## config.mk

```make
export PLATFORM = sky130hd
export DESIGN_NAME = pixel_reconstruct
export DESIGN_NICKNAME = d
export VERILOG_FILES = /design/src/rtl/cam_pkg.sv /design/src/rtl/cam_edge_detect.sv /design/src/rtl/pixel_reconstruct.sv
export SDC_FILE = /design/constraint.sdc
export NUM_CORES = 1
export LEC_CHECK = 0
export ABC_AREA = 1
export ABC_CLOCK_PERIOD_IN_PS = 4700
export CORE_ASPECT_RATIO = 1.2
export CORE_MARGIN = 2
export CORE_UTILIZATION = 40
export DETAILED_ROUTE_END_ITERATION = 8
export SYNTH_ARGS = -nofsm -noshare
export SYNTH_HDL_FRONTEND = slang
export SYNTH_SLANG_ARGS = --single-unit
```

## constraint.sdc

```tcl
create_clock -name cam_clk_in -period 4.7 [get_ports cam_clk_in]
set_input_delay 0.47 -clock cam_clk_in [delete_from_list [all_inputs] [get_ports cam_clk_in]]
set_output_delay 0.47 -clock cam_clk_in [all_outputs]
set_load 0.1 [all_outputs]
```

## src/rtl/cam_pkg.sv

```systemverilog
// Shared definitions for the camera pixel reconstruction slice: FSM state
// encoding, default frame geometry and the RGB565 colour-bar palette.
package cam_pkg;

  typedef enum logic [1:0] {
    S_SYNC,  // waiting for the first frame start
    S_HI,    // next href byte is the pixel's high byte
    S_LO     // next href byte is the pixel's low byte
  } state_t;

  localparam int H_PIXELS_DEFAULT = 320;
  localparam int V_LINES_DEFAULT  = 240;

  localparam logic [15:0] BAR_WHITE   = 16'hFFFF;
  localparam logic [15:0] BAR_YELLOW  = 16'hFFE0;
  localparam logic [15:0] BAR_CYAN    = 16'h07FF;
  localparam logic [15:0] BAR_GREEN   = 16'h07E0;
  localparam logic [15:0] BAR_MAGENTA = 16'hF81F;
  localparam logic [15:0] BAR_RED     = 16'hF800;
  localparam logic [15:0] BAR_BLUE    = 16'h001F;
  localparam logic [15:0] BAR_BLACK   = 16'h0000;

  // Colour of bar idx, left (white) to right (black).
  function automatic logic [15:0] bar_color(input logic [2:0] idx);
    case (idx)
      3'd0:    bar_color = BAR_WHITE;
      3'd1:    bar_color = BAR_YELLOW;
      3'd2:    bar_color = BAR_CYAN;
      3'd3:    bar_color = BAR_GREEN;
      3'd4:    bar_color = BAR_MAGENTA;
      3'd5:    bar_color = BAR_RED;
      3'd6:    bar_color = BAR_BLUE;
      default: bar_color = BAR_BLACK;
    endcase
  endfunction

endpackage

```

## src/rtl/cam_edge_detect.sv

```systemverilog
// Registers a 1-bit camera sync signal and flags its rising and falling
// edges on the cycle the new level is first sampled.
module cam_edge_detect (
  input  logic cam_clk_in,
  input  logic rst_n_in,
  input  logic sig,
  output logic rise,
  output logic fall
);

  logic sig_q;

  // Previous-cycle copy of the input; resets low so a signal that is
  // already low out of reset never produces a spurious falling edge.
  always_ff @(posedge cam_clk_in or negedge rst_n_in) begin
    // NOTE: non-blocking (<=) in clocked blocks so every flop samples the
    // pre-edge value of its inputs regardless of statement order.
    if (!rst_n_in) sig_q <= 1'b0;
    else           sig_q <= sig;
  end

  assign rise = sig & ~sig_q;
  assign fall = ~sig & sig_q;

endmodule

```

## src/rtl/pixel_reconstruct.sv

```systemverilog
// Reassembles RGB565 pixels from a DVP-style camera byte stream (two bytes
// per pixel, high byte first), tracks line/column position, suppresses
// out-of-range pixels and flags malformed lines and frames.
// Optional feature: define PIXEL_TEST_PATTERN_EN to add test_pattern_in,
// which replaces pixel data with eight vertical colour bars.
module pixel_reconstruct
  import cam_pkg::*;
#(
  parameter int H_PIXELS = H_PIXELS_DEFAULT,
  parameter int V_LINES  = V_LINES_DEFAULT
) (
  input  logic        cam_clk_in,
  input  logic        rst_n_in,
  input  logic        camera_vs_in,
  input  logic        camera_hs_in,
  input  logic [7:0]  camera_data_in,
`ifdef PIXEL_TEST_PATTERN_EN
  input  logic        test_pattern_in,
`endif
  output logic        valid_pixel_out,
  output logic [15:0] pixel_out,
  output logic        frame_done_out,
  output logic [8:0]  hcount_out,
  output logic [7:0]  vcount_out,
  output logic        line_err_out,
  output logic        frame_err_out
);

  localparam logic [8:0] H_LIM = 9'(H_PIXELS);
  localparam logic [7:0] V_LIM = 8'(V_LINES);

  state_t     state;
  logic [7:0] hi_byte;
  logic [8:0] hcount;
  logic [7:0] vcount;
  logic       vs_rise, vs_fall, hs_rise, hs_fall;
  logic [15:0] next_pixel;

  cam_edge_detect u_vs_edge (
    .cam_clk_in (cam_clk_in),
    .rst_n_in   (rst_n_in),
    .sig        (camera_vs_in),
    .rise       (vs_rise),
    .fall       (vs_fall)
  );

  cam_edge_detect u_hs_edge (
    .cam_clk_in (cam_clk_in),
    .rst_n_in   (rst_n_in),
    .sig        (camera_hs_in),
    .rise       (hs_rise),
    .fall       (hs_fall)
  );

`ifdef PIXEL_TEST_PATTERN_EN
  localparam logic [8:0] BAR_LAST = 9'(H_PIXELS / 8 - 1);
  logic [8:0] bar_col;
  logic [2:0] bar_idx;
  assign next_pixel = test_pattern_in ? bar_color(bar_idx) : {hi_byte, camera_data_in};

  // Bar position follows the column counter: restart at each line and
  // frame start, advance once per assembled pixel, hold on the last bar.
  always_ff @(posedge cam_clk_in or negedge rst_n_in) begin
    if (!rst_n_in) begin
      bar_col <= '0;
      bar_idx <= '0;
    end else if (vs_fall || hs_fall) begin
      bar_col <= '0;
      bar_idx <= '0;
    end else if (state == S_LO && !hs_rise && camera_hs_in && !camera_vs_in) begin
      if (bar_col == BAR_LAST) begin
        bar_col <= '0;
        if (bar_idx != 3'd7) bar_idx <= bar_idx + 3'd1;
      end else begin
        bar_col <= bar_col + 9'd1;
      end
    end
  end
`else
  assign next_pixel = {hi_byte, camera_data_in};
`endif

  // Byte-pairing FSM with position counters and registered outputs; vsync
  // edges outrank href edges, which outrank byte capture.
  always_ff @(posedge cam_clk_in or negedge rst_n_in) begin
    if (!rst_n_in) begin
      state           <= S_SYNC;
      hi_byte         <= '0;
      hcount          <= '0;
      vcount          <= '0;
      valid_pixel_out <= 1'b0;
      pixel_out       <= '0;
      frame_done_out  <= 1'b0;
      hcount_out      <= '0;
      vcount_out      <= '0;
      line_err_out    <= 1'b0;
      frame_err_out   <= 1'b0;
    end else begin
      valid_pixel_out <= 1'b0;
      frame_done_out  <= 1'b0;
      if (vs_fall) begin
        // Frame start: also the only exit from S_SYNC.
        state         <= S_HI;
        hcount        <= '0;
        vcount        <= '0;
        line_err_out  <= 1'b0;
        frame_err_out <= 1'b0;
      end else if (state == S_SYNC) begin
        state <= S_SYNC;
      end else if (vs_rise) begin
        frame_done_out <= 1'b1;
        if (vcount != V_LIM) frame_err_out <= 1'b1;
        state <= S_HI;
      end else if (hs_fall) begin
        // Ending a line on a dangling high byte is an odd-byte error too.
        if (hcount != H_LIM || state == S_LO) line_err_out <= 1'b1;
        hcount <= '0;
        if (vcount != 8'hFF) vcount <= vcount + 8'd1;
        state <= S_HI;
      end else if (camera_hs_in && !camera_vs_in) begin
        // The first byte of a line is always a high byte.
        if (state == S_HI || hs_rise) begin
          hi_byte <= camera_data_in;
          state   <= S_LO;
        end else begin
          if (hcount < H_LIM && vcount < V_LIM) begin
            valid_pixel_out <= 1'b1;
            pixel_out       <= next_pixel;
            hcount_out      <= hcount;
            vcount_out      <= vcount;
          end
          if (hcount != 9'h1FF) hcount <= hcount + 9'd1;
          state <= S_HI;
        end
      end else if (state == S_LO && !camera_hs_in) begin
        line_err_out <= 1'b1;
        state        <= S_HI;
      end
    end
  end

endmodule
```

* Word-level counts from Yosys, hierarchy flattened
Cells that the tools add are included.
Storage, ports and cells: logic and storage cells 103, flip-flop bits (word level) 66, output and inout port bits 37
Operators by class: bitwise gates (word level) 13, reductions and logical operators 22, $add $sub $neg 2, multiplexer cells 40, equality and inequality tests 11, $lt $le $gt $ge 2
Operators with widths (count):
- 2-to-1 mux 9 bit | 7
- 2-to-1 mux 8 bit | 5
- 2-to-1 mux 1 bit | 21
- inequality test 9 bit, second input constant | 2
- inequality test 8 bit, second input constant | 2
- 2-to-1 mux 2 bit | 7
- AND reduction 5 bit | 2
- adder 9 x 1 -> 9 bit, second input constant | 1
- less-than comparator 9 bit, second input constant | 1
- NOT 1 bit | 9
- nonzero test 3 bit | 3
- adder 8 x 1 -> 8 bit, second input constant | 1
- less-than comparator 8 bit, second input constant | 1
- nonzero test 2 bit | 4
- AND reduction 7 bit | 1
- inequality test 3 x 2 -> 1 bit, second input constant | 2
- AND reduction 6 bit | 1
- nonzero test 6 bit | 1
- bitwise AND 1 bit | 4
- AND reduction 4 bit | 1
- logical AND 1 bit | 3
- inequality test 3 x 1 -> 1 bit, second input constant | 1
- AND reduction 3 bit | 1
- == test 2 x 1 -> 1 bit, second input constant | 1
- 6 further kinds | 8

* Depth between registers and ports, before layout
Gate-level depths: netlist (run 1).
depth after elaboration 9, gate-level depth with buffers 11

* Hierarchy
A second synthesis (run 1) with hierarchy kept.
Second synthesis, totals: cells, all modules 361, area, all modules 3052.9 um^2
Modules (own cells, without submodules):
- pixel_reconstruct | times used 1, area each 2972.9 um^2, cells each 351
- cam_edge_detect | times used 2, area each 40.0 um^2, cells each 5

* Least setup slack after synthesis (run 1)
OpenSTA, ideal clock, no wires.
path type input port to flip-flop, from input camera_vs_in, to register hcount_out[2], data required time 4.570 ns, stages 9, data arrival time 1.754 ns, slack 2.815 ns, cell sequence inv_1 > ha_1 > inv_1 > nor3_4 > nand2_2 > buf_4 > buf_6 > nand2_1 > o21ai_1
Between the ends: longest elaborated chain between the ends 4, elaborated cells between the ends (all ways) 8, classes of those cells bitwise: 5; reduce/logical: 3
Ends and longest elaborated chain:
- start, declared | RTL line pixel_reconstruct.sv:14 | input logic camera_vs_in,
- NOT 1 bit | RTL line cam_edge_detect.sv:23 | assign fall = ~sig & sig_q;
- bitwise AND 1 bit | RTL line cam_edge_detect.sv:23
- NOT 1 bit (no source line)
- AND reduction 7 bit (no source line) (*)
- end signal, assigned | RTL line pixel_reconstruct.sv:129 | hcount_out <= hcount;
- end, declared | RTL line pixel_reconstruct.sv:23 | output logic [8:0] hcount_out,
Mark *: on every way between the ends. The rest lies on a longest branch, timed or not. A chain may end at the register's enable or synchronous reset.

* Worst setup path after layout (run 1)
from input camera_vs_in, to register hcount_out[1]
Same word-level chain as after synthesis.

==> results of run 1 <==
per-stage QoR:
step / area (sq um) / total power [mW] / hold WS [ns] / instances
after floorplan: 3100 / 1.65 / 0.174 / 372
after global placement: 3630 / 1.90 / 0.461 / 503
after detailed placement: 3630 / 1.91 / 0.458 / 503
after CTS: 3840 / 2.41 / 0.343 / 519
after global routing: 3840 / 2.51 / 0.395 / 519
final: 3840 / 2.39 / 0.320 / 519
how the worst max path moves through the flow:
stage                 start            end  slack [ns]  depth (start not counted)
2_1_floorplan  camera_vs_in  hcount_out[2]        2.82                          9
3_3_place_gp   camera_vs_in   pixel_out[0]        1.68                          8
3_5_place_dp   camera_vs_in   pixel_out[0]        1.59                          8
4_1_cts        camera_vs_in   pixel_out[3]        1.95                          8
5_1_grt        camera_vs_in  hcount_out[1]        1.71                          8
6_report       camera_vs_in  hcount_out[1]        1.96                          8
cell families (layout without fill, tap and decap cells):
| family | after synthesis | count (layout) | synth area share, % |
|---|---|---|---|
| AOI/OAI and AO/OA | 54 | 54 | 9.44 |
| xor gates and xnor gates | 3 | 3 | 0.848 |
| adders and majority gates | 7 | 7 | 2.82 |
| buffers and inverters | 53 | 108 | 7.34 |
| DFF | 66 | 66 | 53.3 |
| and+or+nand+nor | 189 | 189 | 26.3 |
report_power, final:
part	switching, mW	total, mW	internal, mW
Clock	0.217	0.490	0.273
Sequential	0.0926	0.799	0.707
Combinational	0.851	1.10	0.247
critical path, stage by stage:
cell,delay (ns)
clkdlybuf4s50_1,0.51
inv_1,0.09
ha_1,0.32
inv_1,0.10
nor3_4,0.42
nand2_2,0.67
nand2_1,0.24
o21ai_1,0.08
routing by layer:
| metal | up-vias | share of wire, % |
|---|---|---|
| met3 | 9 | 4.7 |
| met1 | 1145 | 49 |
| li1 | 1292 | - |
| met2 | 56 | 44 |
| met4 | 0 | 1.7 |
| met5 | - | 0 |
state kept, by name (all words and copies together) (netlist names):
signal           flops
line_err_out         1
vcount_out           8
u_hs_edge.sig_q      1
state                2
frame_err_out        1
pixel_out           16
hcount               9
hi_byte              8
vcount               8
valid_pixel_out      1
frame_done_out       1
u_vs_edge.sig_q      1
hcount_out           9
cells in the final DEF (no fill, tap or decap), types with 3 or more instances in the layout:
| master | Yosys | final |
|---|---|---|
| clkbuf_8 | 0 | 11 |
| nand4_1 | 5 | 5 |
| clkdlybuf4s50_1 | 0 | 47 |
| nand3_1 | 41 | 41 |
| o21ai_1 | 24 | 24 |
| xor2_1 | 3 | 3 |
| o21ai_0 | 19 | 19 |
| o21ai_2 | 5 | 5 |
| nor2_1 | 18 | 18 |
| nand2_1 | 114 | 114 |
| dfrtp_1 | 66 | 66 |
| nor3_1 | 3 | 3 |
| inv_1 | 41 | 41 |
| a21oi_1 | 5 | 5 |
| ha_1 | 7 | 7 |
area by class of cell:
type                            count  area [sq um]  area share, %
Clock inverter                      4          50.0           1.30
Multi-Input combinational cell    253          1220           31.8
Timing Repair Buffer               49           483           12.6
Tap cell                           92           115           3.00
Clock buffer                       12           155           4.04
Sequential cell                    66          1650           43.0
Inverter                           43           161           4.21
==> flow_summary.json, run 1 <==
{
  "yosysTopAreaCell": "dfrtp_1",
  "routedWlPerCell_um": 12.8,
  "post_cts_buffers": 0,
  "fin_nets": 441,
  "r2r_cells": 6,
  "synth-seq-cells": 66,
  "use_met2_pct": 24.8,
  "synth_edf_count": 0,
  "cap_violations": 0,
  "dieArea_sq_um": 8470,
  "r2r_end": "hcount_out[1]",
  "nFillCells": 742,
  "grt_max_degree": 67,
  "hold_viol": 0,
  "ys_warn_count": 0,
  "synth_area_leaders": "dfrtp_1, nand2_1, nand3_1",
  "synth_area_sq_um": 3100,
  "grtUsageMet3_pct": 4.36,
  "criticalPathCategory": "input port to flop",
  "yosysSeqAreaShare_pct": 53.3,
  "dpl.hpwl_um": 4560,
  "clock_tree.root_cell": "clkbuf_8",
  "synth_common_cells": "nand2_1, dfrtp_1, inv_1, nand3_1, o21ai_1",
  "synth.avg_cell_area_sq_um": 8.33,
  "pin_count": 49,
  "num_vias": 2502,
  "async_flop_share_pct": 100,
  "met1_usage_pct": 23.8,
  "gp_congestion": 0.912,
  "coreArea_sq_um": 7620,
  "synthDistinctLibCells": 25,
  "fmax_mhz": 365,
  "port_buffers": 48,
  "dr.pass1.iters": 4,
  "antenna_left": 0,
  "slew_viol_final": 0,
  "synth_nets": 391,
  "cp.arrival_ns": 2.93,
  "grt_busiest_layer": "met2",
  "r2r_start": "u_vs_edge.sig_q",
  "status": "finished clean",
  "die_x_um": 84.4,
  "initial_core_util_pct": 40.7,
  "ctsHoldBuffers": 0,
  "cp-start-kind": "input port",
  "htree_levels": 3,
  "rsz0062_at_grt": "no",
  "drt_iter0_drc": 154,
  "synth_cells": 372,
  "area_delta_synth_final_pct": 23.8,
  "finClkSkew_ns": 0.0114,
  "fin_crit_ns": 2.74,
  "clock_path_buffers": 2,
  "cts_tree": "yes",
  "yosysMostFrequentCell": "nand2_1",
  "grt_antenna_before_repair": 0,
  "utilization_pct": 50.4,
  "grt_pass1_wl_um": 11400,
  "grt_pass1_vias": 2368,
  "timing.final.crit_share_pct": 58.3,
  "peakVddDrop_mv": 0.418,
  "drive_gt1_share_pct": 7.49,
  "synthFlopType": "dfrtp_1",
  "clkSlewWorstSetupHoldPaths_ns": 0.07,
  "gr-usage-all-layers_pct": 16.9,
  "antenna_cells": 0,
  "wl_um": 6660,
  "critPathMaxFanout": 57,
  "synth_top_area_share_pct": 53.3,
  "cp_data_required_time_ns": 4.89,
  "cts.sinks": 66,
  "reg2reg_setup_slack_ns": 2.33,
  "rows": 35,
  "finalSetupViolations": 0,
  "grt_overflow_total": 0,
  "tns_ns": 0,
  "clk_latency_ns": 0.34,
  "critPathCaptureType": "flop",
  "hp-class": "input port to async pin",
  "pwr_density_cell_nw_per_um2": 622,
  "die_h_um": 100,
  "vias_per_cell": 4.82,
  "layout_setup_ws_ns": 1.96,
  "post_cts_resized": 0,
  "max-slew-margin-rel_pct": 32.3,
  "place_ws_ns": 1.59,
  "leakage_nw": 1.84,
  "worst_pin_slew_ns": 1.01,
  "route.detailed.drc": 0,
  "cts_buffers": 9
}
Power figures use the tool's default switching activity.
==> run 2: changes to the inputs <==
Settings changed: ABC_CLOCK_PERIOD_IN_PS 4700 to 2200.
Clock period 4.7 ns to 2.2 ns, I/O delays scaled along.
==> run 2 against run 1 <==
Compared with the run above: register-to-register slack got worse by 2.1 ns; setup slack got worse by 1.7 ns; die area did not move; critical path depth rose by 3; wire length rose by 1.4%; largest cell class unchanged; sequential power rose by 110%; final cell count rose by 2.7%; critical endpoint is now hcount[5].
==> flow_summary.json, run 2 (synthesis gave the netlist of run 1 again) <==
{
  "fmax_mhz": 518,
  "fin_crit_ns": 1.93,
  "grt_pass1_wl_um": 11400,
  "hold_end": "u_vs_edge.sig_q",
  "clock_path_buffers": 2,
  "fin_nets": 455,
  "route.detailed.drc": 0,
  "status": "finished clean",
  "cp_data_required_time_ns": 2.43,
  "gr-usage-all-layers_pct": 17.0,
  "r2r_start": "hcount[0]",
  "tns_ns": 0,
  "final_cell_mix": "nand2_1, dfrtp_1, buf_4",
  "cap_violations": 0,
  "pin_count": 49,
  "finClkSkew_ns": 0.00803,
  "die_x_um": 84.4,
  "cts_buffers": 9,
  "max-slew-margin-rel_pct": 63.2,
  "reg2reg_setup_slack_ns": 0.27,
  "layout_setup_ws_ns": 0.271,
  "reg_top3": "pixel_out (16), hcount (9), hcount_out (9)",
  "clk_latency_ns": 0.34,
  "hp-class": "input port to flop",
  "cts.sinks": 66,
  "slew_viol_final": 0,
  "grt_pass1_vias": 2467,
  "clkSlewWorstSetupHoldPaths_ns": 0.07,
  "drt_iter0_drc": 106,
  "num_vias": 2586,
  "holdCritStartpoint": "camera_vs_in",
  "holdPathStages": 1,
  "r2r_cells": 11,
  "grt_overflow_total": 0,
  "grt_antenna_before_repair": 0,
  "top_register": "pixel_out",
  "place_ws_ns": 0.148,
  "largest_reg_flops": 16,
  "initial_core_util_pct": 40.7,
  "rows": 35,
  "coreArea_sq_um": 7620,
  "drive_gt1_share_pct": 19.0,
  "criticalPathCategory": "flop to flop",
  "cts_tree": "yes",
  "nFillCells": 741,
  "die_h_um": 100,
  "dr.pass1.iters": 4,
  "timing.final.crit_share_pct": 87.7,
  "cp-start-kind": "flop",
  "dpl.hpwl_um": 4830,
  "slowest_stage": "dfrtp_1",
  "utilization_pct": 51.1,
  "wl_um": 6750,
  "vias_per_cell": 4.85,
  "r2r_end": "hcount[5]",
  "final_common_cell": "nand2_1",
  "rsz0062_at_grt": "no",
  "critPathMaxFanout": 10,
  "pwr_density_cell_nw_per_um2": 1320,
  "routedWlPerCell_um": 12.7,
  "antenna_left": 0,
  "cp.arrival_ns": 2.16,
  "antenna_cells": 0,
  "leakage_nw": 2.00,
  "critical-path-max-stage-delay_ns": 0.40,
  "hold_viol": 0,
  "path_delay_family": "simple AND/OR/NAND/NOR gates",
  "area_delta_synth_final_pct": 25.7,
  "crit_chain": "ha_1, nand3_1, nor4_1, ha_1, inv_1, nand3_1, nor2_2, nand2_2, nand2_1, nand3_1, nand2_1",
  "dieArea_sq_um": 8470,
  "peakVddDrop_mv": 1.02,
  "grt_max_degree": 58,
  "worst_path_most_repeated_cell": "nand3_1",
  "gp_congestion": 0.850,
  "critPathCaptureType": "flop",
  "finalSetupViolations": 0,
  "htree_levels": 3,
  "critPathBufInv": 1,
  "worst_pin_slew_ns": 0.552,
  "port_buffers": 48,
  "clock_tree.root_cell": "clkbuf_8"
}
## run 2: per-stage QoR
step | power [mW] | instance area, sq um | instances | hold slack [ns]
after floorplan | 3.52 | 3100 | 372 | -0.0756
after global placement | 4.03 | 3660 | 516 | 0.235
after detailed placement | 4.06 | 3660 | 516 | 0.247
after CTS | 5.19 | 3890 | 533 | 0.383
after global routing | 5.43 | 3900 | 533 | 0.399
final | 5.15 | 3900 | 533 | 0.386
## run 2: timing repair
item | 4_1_cts | 5_1_grt
hold endpoints to repair | 22 | 0
hold buffers | 1 | 0
resized for setup | 0 | 2
setup buffers | 0 | 0
setup endpoints to repair | 0 | 8
## run 2: report_power, final
group,total [mW],switching (mW),leakage [nW],internal [mW]
registers,1.70,0.193,0.876,1.51
clock network,1.12,0.458,0.109,0.666
logic,2.32,1.83,1.01,0.494
total,5.15,2.48,2.00,2.67
## run 2: area by class of cell
type / instances / area, sq um / area share [%]
inverters: 43 / 161 / 4.14
multi-input cells: 253 / 1230 / 31.5
clock inverters: 5 / 77.6 / 1.99
flip-flops and latches: 66 / 1650 / 42.4
clock buffers: 11 / 141 / 3.63
well taps: 92 / 115 / 2.95
repair buffers: 63 / 523 / 13.4
## run 2: worst max path at each step
stage	slack, ns	cells after the start	end	from
2_1_floorplan	0.40	11	hcount[0]	hcount[0]
3_3_place_gp	0.18	9	pixel_out[1]	camera_vs_in
3_5_place_dp	0.15	9	pixel_out[3]	camera_vs_in
4_1_cts	0.15	11	hcount[8]	hcount[0]
5_1_grt	0.06	11	hcount[1]	hcount[0]
6_report	0.27	11	hcount[5]	hcount[0]
## run 2: metal layers
metal / vias up / routed length [um] / GRT usage [%]
li1: 1326 / - / -
met1: 1188 / 3240 / 23.3
met2: 62 / 3140 / 26.6
met3: 10 / 276 / 4.11
met4: 0 / 99 / 5.98
met5: - / 0 / 0
